### config.mk
export PLATFORM = sky130hd
export DESIGN_NAME = wb_mem_arbiter_flat
export DESIGN_NICKNAME = d
export VERILOG_FILES = /design/src/rtl/wb_mem_arbiter_if.sv /design/src/rtl/wb_mem_arbiter.sv /design/src/flat_wrapper.sv
export SDC_FILE = /design/constraint.sdc
export NUM_CORES = 1
export LEC_CHECK = 0
export CAP_MARGIN = 20
export CORE_AREA = 4 4 127 129
export CTS_BUF_LIST = sky130_fd_sc_hd__clkbuf_4
export DETAILED_ROUTE_END_ITERATION = 6
export DIE_AREA = 0 0 131 133
export HOLD_SLACK_MARGIN = 0.15
export MAX_ROUTING_LAYER = met4
export SYNTH_ARGS = -nofsm -noshare
export SYNTH_HDL_FRONTEND = slang
export SYNTH_SLANG_ARGS = --single-unit
### constraint.sdc
create_clock -name clk -period 2.8 [get_ports clk]
set_input_delay 0.56 -clock clk [delete_from_list [all_inputs] [get_ports clk]]
set_output_delay 0.56 -clock clk [all_outputs]
set_load 0.03 [all_outputs]
### src/rtl/wb_mem_arbiter_if.sv
// wb_mem_arbiter_if: one classic wishbone link between a bus master and a slave.
//
// Signals
//   cyc, stb      master -> slave   cycle / strobe
//   addr[29:0]    master -> slave   word address (byte address bits [31:2])
//   cti[2:0]      master -> slave   cycle type identifier
//   bte[1:0]      master -> slave   burst type extension
//   sel[3:0]      master -> slave   byte selects
//   we            master -> slave   write enable
//   wdata[31:0]   master -> slave   write data
//   rdata[31:0]   slave  -> master  read data
//   ack, err      slave  -> master  transfer acknowledge / error
//
// Modports
//   master : the side that starts cycles
//   slave  : the side that answers them
interface wb_mem_arbiter_if;
    logic        cyc;
    logic        stb;
    logic [29:0] addr;
    logic [2:0]  cti;
    logic [1:0]  bte;
    logic [3:0]  sel;
    logic        we;
    logic [31:0] wdata;
    logic [31:0] rdata;
    logic        ack;
    logic        err;

    modport master (
        output cyc, stb, addr, cti, bte, sel, we, wdata,
        input  rdata, ack, err
    );

    modport slave (
        input  cyc, stb, addr, cti, bte, sel, we, wdata,
        output rdata, ack, err
    );
endinterface

### src/rtl/wb_mem_arbiter.sv
// wb_mem_arbiter: two-master, one-slave wishbone arbiter for the Nexys3 memory port.
// Round-robin grant, held for a whole cyc; at least one idle cycle between owners.
//
// Ports
//   clk          in   wishbone clock
//   rst          in   synchronous reset, active-high
//   m0, m1       wb_mem_arbiter_if.slave   the two requesting masters
//   s            wb_mem_arbiter_if.master  link to the memory slave
//   grant[1:0]   out  one-hot owner (bit0 = m0, bit1 = m1), 2'b00 when idle
//
// Parameters
//   TIMEOUT_BITS watchdog width; abort after 2**TIMEOUT_BITS-1 stalled cycles
//
// Build option
//   WB_ARB_TIMEOUT_EN  when defined, a watchdog raises err to the owner after
//                      a stalled strobe and parks the arbiter in ABORT until
//                      the owner drops cyc. Undefined: no watchdog at all.
module wb_mem_arbiter #(
    parameter int unsigned TIMEOUT_BITS = 10
) (
    input  logic             clk,
    input  logic             rst,
    wb_mem_arbiter_if.slave  m0,
    wb_mem_arbiter_if.slave  m1,
    wb_mem_arbiter_if.master s,
    output logic [1:0]       grant
);

    if (TIMEOUT_BITS < 1) begin : g_bad_timeout_bits
        $error("wb_mem_arbiter: TIMEOUT_BITS must be at least 1");
    end

    typedef enum logic [1:0] {
        ST_IDLE,
        ST_BUSY,
        ST_ABORT
    } state_t;

    state_t     r_state;
    logic       r_owner;   // 0 = m0, 1 = m1
    logic       r_last;    // previous owner, loses a tie
    logic [1:0] r_grant;

    logic        w_busy;
    logic        w_pick;
    logic        w_to;
    logic        w_own_cyc;
    logic        w_own_stb;
    logic [29:0] w_own_addr;
    logic [2:0]  w_own_cti;
    logic [1:0]  w_own_bte;
    logic [3:0]  w_own_sel;
    logic        w_own_we;
    logic [31:0] w_own_wdata;

    assign w_busy = (r_state == ST_BUSY);

    // Single requester wins outright; on a tie the one that did not go last wins.
    assign w_pick = (m0.cyc && m1.cyc) ? ~r_last : m1.cyc;

    assign w_own_cyc   = r_owner ? m1.cyc   : m0.cyc;
    assign w_own_stb   = r_owner ? m1.stb   : m0.stb;
    assign w_own_addr  = r_owner ? m1.addr  : m0.addr;
    assign w_own_cti   = r_owner ? m1.cti   : m0.cti;
    assign w_own_bte   = r_owner ? m1.bte   : m0.bte;
    assign w_own_sel   = r_owner ? m1.sel   : m0.sel;
    assign w_own_we    = r_owner ? m1.we    : m0.we;
    assign w_own_wdata = r_owner ? m1.wdata : m0.wdata;

    // Slave side is driven only while BUSY; IDLE and ABORT present a quiet bus.
    assign s.cyc   = w_busy & w_own_cyc;
    assign s.stb   = w_busy & w_own_stb;
    assign s.addr  = w_busy ? w_own_addr  : 30'd0;
    assign s.cti   = w_busy ? w_own_cti   : 3'd0;
    assign s.bte   = w_busy ? w_own_bte   : 2'd0;
    assign s.sel   = w_busy ? w_own_sel   : 4'd0;
    assign s.we    = w_busy & w_own_we;
    assign s.wdata = w_busy ? w_own_wdata : 32'd0;

    // Read data is shared; only the owner ever sees ack/err, so the
    // non-owner simply ignores whatever is on rdata.
    assign m0.rdata = s.rdata;
    assign m1.rdata = s.rdata;
    assign m0.ack   = w_busy & ~r_owner & s.ack;
    assign m1.ack   = w_busy &  r_owner & s.ack;
    assign m0.err   = w_busy & ~r_owner & (s.err | w_to);
    assign m1.err   = w_busy &  r_owner & (s.err | w_to);

    assign grant = r_grant;

`ifdef WB_ARB_TIMEOUT_EN
    localparam logic [TIMEOUT_BITS-1:0] WDOG_MAX = '1;

    logic [TIMEOUT_BITS-1:0] r_wdog;
    logic                    w_stall;

    // Stalled = strobing in BUSY with no response. Leaving BUSY drops
    // w_busy, so a change of owner always starts the count from zero.
    assign w_stall = w_busy & s.stb & ~s.ack & ~s.err;

    // r_wdog holds the number of consecutive stalled cycles before this one.
    assign w_to = w_stall & (r_wdog == WDOG_MAX);

    always_ff @(posedge clk) begin
        if (rst || !w_stall || w_to) begin
            r_wdog <= '0;
        end else begin
            r_wdog <= r_wdog + 1'b1;
        end
    end
`else
    assign w_to = 1'b0;
`endif

    always_ff @(posedge clk) begin
        if (rst) begin
            r_state <= ST_IDLE;
            r_owner <= 1'b0;
            r_last  <= 1'b1;
            r_grant <= 2'b00;
        end else begin
            unique case (r_state)
                ST_IDLE: begin
                    if (m0.cyc || m1.cyc) begin
                        r_state <= ST_BUSY;
                        r_owner <= w_pick;
                        r_grant <= w_pick ? 2'b10 : 2'b01;
                    end
                end
                ST_BUSY: begin
                    if (!w_own_cyc) begin
                        r_state <= ST_IDLE;
                        r_last  <= r_owner;
                        r_grant <= 2'b00;
                    end else if (w_to) begin
                        r_state <= ST_ABORT;
                    end
                end
                ST_ABORT: begin
                    // Bus stays quiet; wait for the owner to give up its cycle.
                    if (!w_own_cyc) begin
                        r_state <= ST_IDLE;
                        r_last  <= r_owner;
                        r_grant <= 2'b00;
                    end
                end
                default: begin
                    r_state <= ST_IDLE;
                    r_grant <= 2'b00;
                end
            endcase
        end
    end

endmodule

### src/flat_wrapper.sv
// flat-port wrapper written by rule: the top's interface ports become plain ports
module wb_mem_arbiter_flat 
#(
    parameter int unsigned TIMEOUT_BITS = 10
)
  (clk, rst, grant, m0_cyc, m0_stb, m0_addr, m0_cti, m0_bte, m0_sel, m0_we, m0_wdata, m0_rdata, m0_ack, m0_err, m1_cyc, m1_stb, m1_addr, m1_cti, m1_bte, m1_sel, m1_we, m1_wdata, m1_rdata, m1_ack, m1_err, s_cyc, s_stb, s_addr, s_cti, s_bte, s_sel, s_we, s_wdata, s_rdata, s_ack, s_err);
  wb_mem_arbiter_if m0_i ();
  wb_mem_arbiter_if m1_i ();
  wb_mem_arbiter_if s_i ();
  input  logic clk;
  input  logic rst;
  output logic [1:0] grant;
  input wire logic [$bits(m0_i.cyc)-1:0] m0_cyc;
  input wire logic [$bits(m0_i.stb)-1:0] m0_stb;
  input wire logic [$bits(m0_i.addr)-1:0] m0_addr;
  input wire logic [$bits(m0_i.cti)-1:0] m0_cti;
  input wire logic [$bits(m0_i.bte)-1:0] m0_bte;
  input wire logic [$bits(m0_i.sel)-1:0] m0_sel;
  input wire logic [$bits(m0_i.we)-1:0] m0_we;
  input wire logic [$bits(m0_i.wdata)-1:0] m0_wdata;
  output wire logic [$bits(m0_i.rdata)-1:0] m0_rdata;
  output wire logic [$bits(m0_i.ack)-1:0] m0_ack;
  output wire logic [$bits(m0_i.err)-1:0] m0_err;
  input wire logic [$bits(m1_i.cyc)-1:0] m1_cyc;
  input wire logic [$bits(m1_i.stb)-1:0] m1_stb;
  input wire logic [$bits(m1_i.addr)-1:0] m1_addr;
  input wire logic [$bits(m1_i.cti)-1:0] m1_cti;
  input wire logic [$bits(m1_i.bte)-1:0] m1_bte;
  input wire logic [$bits(m1_i.sel)-1:0] m1_sel;
  input wire logic [$bits(m1_i.we)-1:0] m1_we;
  input wire logic [$bits(m1_i.wdata)-1:0] m1_wdata;
  output wire logic [$bits(m1_i.rdata)-1:0] m1_rdata;
  output wire logic [$bits(m1_i.ack)-1:0] m1_ack;
  output wire logic [$bits(m1_i.err)-1:0] m1_err;
  output wire logic [$bits(s_i.cyc)-1:0] s_cyc;
  output wire logic [$bits(s_i.stb)-1:0] s_stb;
  output wire logic [$bits(s_i.addr)-1:0] s_addr;
  output wire logic [$bits(s_i.cti)-1:0] s_cti;
  output wire logic [$bits(s_i.bte)-1:0] s_bte;
  output wire logic [$bits(s_i.sel)-1:0] s_sel;
  output wire logic [$bits(s_i.we)-1:0] s_we;
  output wire logic [$bits(s_i.wdata)-1:0] s_wdata;
  input wire logic [$bits(s_i.rdata)-1:0] s_rdata;
  input wire logic [$bits(s_i.ack)-1:0] s_ack;
  input wire logic [$bits(s_i.err)-1:0] s_err;
  assign m0_i.cyc = m0_cyc;
  assign m0_i.stb = m0_stb;
  assign m0_i.addr = m0_addr;
  assign m0_i.cti = m0_cti;
  assign m0_i.bte = m0_bte;
  assign m0_i.sel = m0_sel;
  assign m0_i.we = m0_we;
  assign m0_i.wdata = m0_wdata;
  assign m0_rdata = m0_i.rdata;
  assign m0_ack = m0_i.ack;
  assign m0_err = m0_i.err;
  assign m1_i.cyc = m1_cyc;
  assign m1_i.stb = m1_stb;
  assign m1_i.addr = m1_addr;
  assign m1_i.cti = m1_cti;
  assign m1_i.bte = m1_bte;
  assign m1_i.sel = m1_sel;
  assign m1_i.we = m1_we;
  assign m1_i.wdata = m1_wdata;
  assign m1_rdata = m1_i.rdata;
  assign m1_ack = m1_i.ack;
  assign m1_err = m1_i.err;
  assign s_cyc = s_i.cyc;
  assign s_stb = s_i.stb;
  assign s_addr = s_i.addr;
  assign s_cti = s_i.cti;
  assign s_bte = s_i.bte;
  assign s_sel = s_i.sel;
  assign s_we = s_i.we;
  assign s_wdata = s_i.wdata;
  assign s_i.rdata = s_rdata;
  assign s_i.ack = s_ack;
  assign s_i.err = s_err;
  wb_mem_arbiter #(.TIMEOUT_BITS(TIMEOUT_BITS)) u_core (.clk(clk), .rst(rst), .m0(m0_i), .m1(m1_i), .s(s_i), .grant(grant));
endmodule
# Yosys cells after proc, flatten, opt, wreduce, memory -nomap -nowiden
# Cells that the tools add are included.
[op_classes]
eq_ne = 4
bitwise = 12
n_reduce_logical = 7
n_mux = 20
[ops]
columns = ["op", "n"]
rows = [
  ["$mux 32", 2],
  ["$mux 30", 2],
  ["$mux 2", 6],
  ["$and 1x1->1", 9],
  ["$mux 4", 2],
  ["$pmux 2 s2", 2],
  ["$mux 3", 2],
  ["$reduce_and 2->1", 3],
  ["$mux 1", 4],
  ["$not 1->1", 3],
  ["$eq 2x1->1 const B", 1],
  ["$eq 2x2->1 const B", 1],
  ["$logic_not 2->1", 1],
  ["$ne 2x1->1 const B", 1],
  ["$ne 2x2->1 const B", 1],
  ["$reduce_or 2->1", 1],
  ["$logic_and 1x1->1", 1],
  ["$logic_or 1x1->1", 1],
]
[totals]
in_bits = 184
reg_bits = 6
out_inout_bits = 144

# Longest topological paths before layout
[logic_depth]
word_depth = 5
ltp_mapped = 5
depth_no_buf = 3

# Least setup slack after synthesis
# Ideal clock, no wire load.
[synth_path]
path_type = "register -> output"
from = "reg u_core.r_state[0]"
to = "out m0_ack"
slack_ns = 0.874
arrival_ns = 1.366
n_path_buf = 2
stages_incl_launch_ff = 5
cell_sequence = "dfxtp_1 -> buf_4 -> inv_2 -> buf_4 -> nor3b_1"
[synth_between]
elab_chain_len = 3
[synth_rtl]
columns = ["element", "line_no", "source"]
rows = [
  ["start: declaration", "wb_mem_arbiter.sv:39", "state_t r_state;"],
  ["start signal: assignment", "wb_mem_arbiter.sv:117", "r_state <= ST_IDLE;"],
  ["start signal: assignment", "wb_mem_arbiter.sv:125", "r_state <= ST_BUSY;"],
  ["start signal: assignment", "wb_mem_arbiter.sv:132", "r_state <= ST_IDLE;"],
  ["$eq 2x1->1", "wb_mem_arbiter.sv:56", "assign w_busy = (r_state == ST_BUSY);"],
  ["$and 1x1->1 (2 in series)", "wb_mem_arbiter.sv:84", "assign m0.ack = w_busy & ~r_owner & s.ack;"],
  ["end: declaration", "flat_wrapper.sv:22", "output wire logic [$bits(m0_i.ack)-1:0] m0_ack;"],
]
# Every way passes these cells.

# Final worst setup path
[layout_path]
from = "in m0_cyc"
to = "out s_cyc"
[layout_between]
elab_chain_len = 2
[layout_rtl]
columns = ["element", "line_no", "source"]
rows = [
  ["start: declaration", "flat_wrapper.sv:13", "input wire logic [$bits(m0_i.cyc)-1:0] m0_cyc;"],
  ["$mux 1", "wb_mem_arbiter.sv:61", "assign w_own_cyc = r_owner ? m1.cyc : m0.cyc;"],
  ["$and 1x1->1", "wb_mem_arbiter.sv:71", "assign s.cyc = w_busy & w_own_cyc;"],
  ["end: declaration", "flat_wrapper.sv:35", "output wire logic [$bits(s_i.cyc)-1:0] s_cyc;"],
]
# Every way passes these cells.

==> flow_metrics.env <==
export IMPL_status="finished, final reports clean"
export IMPL_ys_top_cells_by_area="mux2i_1 39%, buf_4 28%, nor2_1 15%"
export IMPL_cts_setup_buffers=0
export IMPL_hold_buffers=0
export IMPL_hold_class="register to register"
export IMPL_startpoint="m0_cyc"
export IMPL_placed_cell_area_um2=3880
export IMPL_synth_ff_type="dfxtp_1"
export IMPL_ant_nets=0
export IMPL_critPathKind="primary input to primary output"
export IMPL_coreArea_um2=15000
export IMPL_finalSetupViolations=0
export IMPL_clkSinkCount=5
export IMPL_synth_seq_cells=5
export IMPL_syn_inst=260
export IMPL_hold_viol_final=0
export IMPL_r2r_start="u_core.r_owner"
export IMPL_dp_hpwl_um=7320
export IMPL_fin_crit_ns=2.69
export IMPL_maxSlewViolCount=0
export IMPL_hold_slack_ns=0.512
export IMPL_cts_resized=0
export IMPL_worstSetupStartpointType="primary input"
export IMPL_drc_errors=0
export IMPL_min_path_cells=2
export IMPL_gp_congestion=0.700
export IMPL_finalWirelength_um=8620
export IMPL_nFillCells=1628
export IMPL_final_cell_area_um2=3910
export IMPL_dieWidth_um=131
export IMPL_synth_cell_types=23
export IMPL_power_density_nw_per_um2=239
export IMPL_die_area_um2=17400
export IMPL_synth_edf_count=0
export IMPL_cts_buffers=3
export IMPL_num_rows=45
export IMPL_yosysWarnings=0
export IMPL_ys_top_cells_by_count="74 x nor2_1, 73 x mux2i_1, 71 x buf_4, 5 x clkbuf_1, 5 x dfxtp_1"
export IMPL_rr_endpoint="u_core.r_state[0]"
export IMPL_syn_nets=444
export IMPL_grt_pass1_vias=2365
export IMPL_register_area_um2=104
export IMPL_whs_endpoint="u_core.grant[1]"
export IMPL_fin_nets=601
export IMPL_reg2reg_depth=2
export IMPL_h_tree_depth=1
export IMPL_hp_start="u_core.grant[1]"
export IMPL_clkSlewWorstSetupHoldPaths_ns=0.05
export IMPL_track_usage=0.0861
export IMPL_synth_most_common_cell="nor2_1"
export IMPL_first_pass_iters=4
export IMPL_clk_latency_ns=0.25
export IMPL_grt_pass1_wl_um=11900
export IMPL_tritoncts="built"
export IMPL_end_kind="primary output"
export IMPL_portBuffers=231
export IMPL_yosys_area_top_type="mux2i_1"
export IMPL_diodes=0
export IMPL_clockBufferDepth=2
export IMPL_start_util=0.125
export IMPL_layout_drive_gt1_share=0.0240
export IMPL_die_h_um=133
export IMPL_worst_slew_pin_slew_ns=0.366
export IMPL_final_setup_skew_ns=0.00740
export IMPL_avgSynthCellArea_um2=7.21
export IMPL_rsz0062_at_grt="no"
export IMPL_postSynth_asyncResetShare=0
export IMPL_fmax_ghz=0.371
export IMPL_area_growth_synth_to_final_pct=108
export IMPL_slew_headroom=0.755
export IMPL_viasPerCell=3.80
export IMPL_reg2reg_slack_ns=1.59
export IMPL_cp_required_ns=2.24
export IMPL_max_vdd_ir_drop_uv=65.2
export IMPL_cp_max_fo=6
export IMPL_via_count=2295
export IMPL_power_leakage_nw=1.37
export IMPL_multiInputGateArea_um2=1150
export IMPL_tns_ns=0
export IMPL_post_route_period_util=0.961
export IMPL_ios=328
export IMPL_seq_area_frac_synth=0.0534
export IMPL_grt_max_degree=79
export IMPL_synth_top_cell_area_share=0.390
export IMPL_critPathArrivalTime_ns=2.13
export IMPL_wire_per_inst_um=14.3
export IMPL_antenna_found_initial=0
export IMPL_cts_root_buf="clkbuf_4"
export IMPL_maxCapViolations=0
export IMPL_drt_initial_drc_count=34
export IMPL_netlist_area_um2=1870
export IMPL_overflow=0
-- how the worst max path moves through the flow --
stage / cells after the start / end / slack, ns
2_1_floorplan: 4 / m0_ack / 0.87
3_3_place_gp: 4 / s_cyc / 0.16
3_5_place_dp: 4 / s_cyc / 0.11
4_1_cts: 4 / s_cyc / 0.12
5_1_grt: 4 / s_cyc / 0.07
6_report: 4 / s_cyc / 0.11
-- stage by stage --
| step | instances | worst slack, ns | power, mW | util |
|---|---|---|---|---|
| floorplan | 260 | 0.874 | 0.617 | - |
| global placement | 600 | 0.156 | 0.839 | 0.258 |
| detailed placement | 600 | 0.110 | 0.847 | 0.258 |
| CTS | 604 | 0.120 | 0.946 | 0.260 |
| global route | 604 | 0.0662 | 0.989 | 0.260 |
| finish | 604 | 0.108 | 0.934 | 0.260 |
-- state kept, by name, summed over array words and instances (netlist names) --
signal          flops
u_core.grant        2
u_core.r_owner      1
u_core.r_last       1
u_core.r_state      1
-- logic make-up (layout without fill, tap and decap cells) --
kind of cell / count (synthesis) / after routing / synth area share
and+or+nand+nor: 88 / 88 / 0.191
AOI/OAI and AO/OA: 8 / 8 / 0.0274
buffers and inverters: 85 / 241 / 0.330
DFF: 5 / 5 / 0.0534
muxes: 74 / 74 / 0.398
-- where the power goes --
part | switching [mW] | total (mW) | internal (mW)
registers | 0.0152 | 0.0931 | 0.0779
logic | 0.340 | 0.745 | 0.405
clock network | 0.0326 | 0.0963 | 0.0637
total | 0.388 | 0.934 | 0.546
-- worst max-delay path: stages --
cell             delay (ns)
clkdlybuf4s50_1        0.50
mux2_4                 0.33
and2_1                 0.16
clkdlybuf4s50_1        0.59
-- layout make-up --
type,count,area share
Sequential cell,5,0.0266
Tap cell,188,0.0602
Multi-Input combinational cell,170,0.296
Inverter,3,0.00288
Clock buffer,4,0.00768
Timing Repair Buffer,234,0.607
-- routing by layer --
metal / track usage / wire length, um
met5: - / 0
met4: 0.0429 / 348
met3: 0.0178 / 1060
met1: 0.0915 / 3230
met2: 0.149 / 3990
-- cells in the final DEF, fill, tap and decap left out --
cell type,synthesis,final
and3_1,2,2
o221a_1,1,1
a21oi_1,3,3
buf_12,0,3
nor2_1,74,74
o21bai_1,1,1
dfxtp_4,0,1
nor2b_1,1,1
mux2i_1,73,73
nor3b_1,2,2
o21ai_0,1,1
and2_1,1,1
clkdlybuf4s50_1,0,231
inv_2,1,1
mux2_4,1,1
clkbuf_4,0,4
nand2b_1,2,2
inv_1,2,2
nand3_1,4,4
dfxtp_1,5,4
a31oi_1,2,2
nand2_1,2,2
Note: power is estimated with default switching activity, not from simulation.
==> RTL edit 1 (config.mk and constraints unchanged) <==
Build with the macro `WB_ARB_TIMEOUT_EN` defined.
--- a/src/rtl/wb_mem_arbiter.sv
+++ b/src/rtl/wb_mem_arbiter.sv
@@ -15,6 +15,8 @@
 //   WB_ARB_TIMEOUT_EN  when defined, a watchdog raises err to the owner after
 //                      a stalled strobe and parks the arbiter in ABORT until
 //                      the owner drops cyc. Undefined: no watchdog at all.
+`define WB_ARB_TIMEOUT_EN
+
 module wb_mem_arbiter #(
     parameter int unsigned TIMEOUT_BITS = 10
 ) (
Formal check against the unedited RTL: no difference found for any inputs over 10 cycles, from zero or initial values and one cycle with rst high; that may be too few to reach the edited logic, so the function may still have changed.
==> RTL edit 1 against the original RTL <==
Die area stayed put. Maximum frequency is 1.8% higher. Register-to-register slack worse by 760 ps. Wire length is 15% higher. Design area is 20% higher. Worst setup slack better by 49 ps. Area after synthesis is 37% higher. Sequential cell count is 11 higher. Core utilization is 5.2 points higher. Global-route usage is 1.9 points higher. Power is 75% higher. Critical path depth is 1 higher. Critical path type is now register to output port.
==> RTL edit 1: results (changes against the original RTL) <==
Finish
  – Multi-input gates: 220 (was 170)
  – Clock buf/inv share: 0.560% (was 0.768%)
  – Invs w/o clock: 4 (was 3)
  – Buffering overhead: 51.5% (was 60.7%)

Placed design
  – HPWL Detailed: 8450 µm (was 7320 µm)
  – Gp weighted congestion: 0.820 (was 0.700)
  – Placed Cells: 668 (was 600)
  – Dpl ws: 201 ps (was 110 ps)

Synthesis
  – Complex-gate fraction of the synthesized area: 3.28% (was 2.74%)
  – Top-area cell type share of the netlist area: 28.9% (was 39.0%)
  – Register area share after synthesis: 12.5% (was 5.34%)
  – Most common cell in the netlist: nor2b_1 (was nor2_1)
  – Post-Synthesis Cells: 322 (was 260)
  – Register bit total from synthesis: 16 (was 5)
  – Post-synthesis mux area share: 29.4% (was 39.8%)

Timing
  – Final Cycle Share: 94.4% (was 96.1%)
  – Max_slew headroom: 75.8% (was 75.5%)
  – Fin Clk Skew: 3.99 ps (was 7.40 ps)

Setup path
  – CP max FO: 32 (was 6)
  – Crit path launch: u_core.r_state[1]$_SDFFE_PP0P_ (was m0_cyc)
  – Data arrival, critical path: 2080 ps (was 2130 ps)

Run status
  – Status: finished clean (unchanged)

Pwr
  – Sw Share: 42.8% (was 41.5%)
  – Leak pwr: 1.70 nW (was 1.37 nW)
  – P per Cell Area: 348 nW/µm² (was 239 nW/µm²)

CTS
  – Reg clk slew, reported paths: 90 ps (was 50 ps)

Detailed routing
  – DR iter-0 viols: 60 (was 34)
  – WL/cell: 14.7 µm (was 14.3 µm)
==> RTL edit 1: cell types whose count changed after synthesis, moves of 3 or more <==
cell	before	now
a21oi_1	3	9
buf_2	3	8
buf_4	71	65
clkbuf_1	5	9
dfxtp_1	5	16
ha_1	0	4
nand2_1	2	9
nor2_1	74	13
nor2b_1	1	75
xnor2_1	0	3
xor2_1	0	5
==> RTL edit 1: layer usage <==
layer	wire [µm]	GRT usage (%)	share of wire (%)
met5	0	-	0
met2	4750	18.0	48
met4	153	2.00	1.5
met1	4040	12.3	41
met3	963	2.70	9.7
==> RTL edit 1: cell families (layout without fill, tap and decap cells) <==
family,Yosys count,in the layout
XOR/XNOR,8,8
flip-flops,16,16
multiplexers,75,75
buffers and inverters,86,248
AND/OR/NAND/NOR,118,118
AO/OA/AOI/OAI,15,15
adder cells (fa/ha/maj),4,4
==> RTL edit 1: timing repair <==
item                                    4_1_cts  5_1_grt
endpoints found under the setup margin        0        6
resized for setup                             0        7
setup buffers                                 0        0
endpoints found under the hold margin         0        0
==> RTL edit 2 (config.mk and constraints unchanged) <==
Made on the original files. The 3 states of `state_t` get a one-hot encoding in 3 bits.
--- a/src/rtl/wb_mem_arbiter.sv
+++ b/src/rtl/wb_mem_arbiter.sv
@@ -30,10 +30,10 @@
         $error("wb_mem_arbiter: TIMEOUT_BITS must be at least 1");
     end
 
-    typedef enum logic [1:0] {
-        ST_IDLE,
-        ST_BUSY,
-        ST_ABORT
+    typedef enum logic [2:0] {
+        ST_IDLE  = 3'b001,
+        ST_BUSY  = 3'b010,
+        ST_ABORT = 3'b100
     } state_t;
 
     state_t     r_state;
Behaviour: no difference found for any inputs over 10 cycles, from zero or initial values and one cycle with rst high; not proved beyond that.
==> RTL edit 2 against the original RTL <==
Power shrank 20%. Wire length grew 2.0%. Area after synthesis grew 2.8%. First-iteration DRC count is 94% higher. Design area rose by 2.0%. Die area unchanged. Sequential cell count rose by 1. Count of clock-buffer cells in the layout is the same. Synthesized cell count grew 0.77%. Combinational power shrank 27%. Sequential power rose by 11%. Worst setup slack gained 46 ps. Clock power grew 5%. Highest routed layer unchanged.
==> RTL edit 2: results (changes against the original RTL) <==
Synthesis
  – Synth Area per Inst: 7.35 µm² (was 7.21 µm²)
  – Post-synthesis mux area share: 38.7% (was 39.8%)
  – Synth Area in Adders: 0% (unchanged)
  – Top cells by area, synth: mux2i_1 38%, buf_4 27%, nor2_1 14%, dfxtp_1 6.2%, buf_2 1.8% (was mux2i_1 39%, buf_4 28%, nor2_1 15%, dfxtp_1 5.3%, buf_8 1.6%)
  – Most common library cells after synthesis: 74 x nor2_1, 73 x mux2i_1, 70 x buf_4 (was 74 x nor2_1, 73 x mux2i_1, 71 x buf_4)
  – Register area share after synthesis: 6.23% (was 5.34%)
  – Mapped Nets: 446 (was 444)
  – Complex-gate fraction of the synthesized area: 3.83% (was 2.74%)

Finish
  – Final Cell Area: 3980 µm² (was 3910 µm²)
  – Fillers: 1606 (was 1628)
  – Clock buf/inv share: 0.754% (was 0.768%)
  – Seq cells: 6 (was 5)
  – Buffering overhead: 60.4% (was 60.7%)
  – Layout cells sized above 1: 3.32% (was 2.40%)
  – Invs w/o clock: 2 (was 3)
  – Register share of the cell area: 3.11% (was 2.66%)
  – Signal buffers: 237 (was 234)
  – Multi-input gate share of total cell area: 29.6% (about the same)

Setup path
  – Reg2Reg Capture Point: u_core.r_last$_SDFFE_PP1P_ (was u_core.r_state[0]$_SDFFE_PP0P_)
  – Data arrival, critical path: 2090 ps (was 2130 ps)
  – Max stage delay on crit path: 660 ps (was 590 ps)
  – Crit path launch: m1_cyc (was m0_cyc)
  – Reg2reg start: u_core.r_state[0]$_SDFFE_PP1P_ (was u_core.r_owner$_SDFFE_PP0P_)
  – CP max FO: 4 (was 6)
  – R2r setup slk: 1670 ps (was 1590 ps)
  – Register-to-Register Path Depth: 4 (was 2)

Placed design
  – Count of input and output buffers: 231 (unchanged)
  – HPWL Detailed: 7600 µm (was 7320 µm)
  – Dpl ws: 158 ps (was 110 ps)

Timing
  – Max_slew headroom: 76.0% (was 75.5%)
  – Fin Clk Skew: 4.05 ps (was 7.40 ps)
  – Min cycle time layout: 2650 ps (was 2690 ps)
  – Final Hold Slack: 489 ps (was 512 ps)

Global route
  – First-pass GRT wire length: 12600 µm (was 11900 µm)
  – Largest net degree at the start of global routing: 45 (was 79)
  – Number of global-route vias before repair: 2375 (was 2365)
  – Total GRT Usage: 9.16% (was 8.61%)

Detailed routing
  – WL/cell: 14.4 µm (was 14.3 µm)
  – Vias/cell: 3.76 (was 3.80)

Pwr
  – VDD IR max: 149 µV (was 65.2 µV)

Run status
  – Status: finished clean (unchanged)
==> RTL edit 2: routing by layer <==
layer  vias to the layer above  global-route usage (%)  wire length (µm)
met5                         -                       -                 0
met4                         0                    2.63               193
met3                        25                    2.34               869
met2                       118                    17.4              4710
met1                      1020                    8.98              3030
li1                       1128                       -                 -
==> RTL edit 2: kinds of logic (layout without fill, tap and decap cells) <==
group | after synthesis | count (layout)
and+or+nand+nor | 87 | 87
buffers and inverters | 83 | 243
muxes | 74 | 74
AOI/OAI and AO/OA | 12 | 12
DFF | 6 | 6
==> RTL edit 2: power breakdown <==
part | switching (mW) | internal [mW] | leakage [nW]
Clock | 0.0367 | 0.0640 | 0.0184
Combinational | 0.215 | 0.333 | 1.30
Sequential | 0.0109 | 0.0922 | 0.0501
Total | 0.262 | 0.489 | 1.37
==> RTL edit 2: critical path: cells and delay by family <==
kind | cells | cell delay [ps]
muxes | 1 | 180
and+or+nand+nor | 1 | 80
buffers and inverters | 3 | 1250
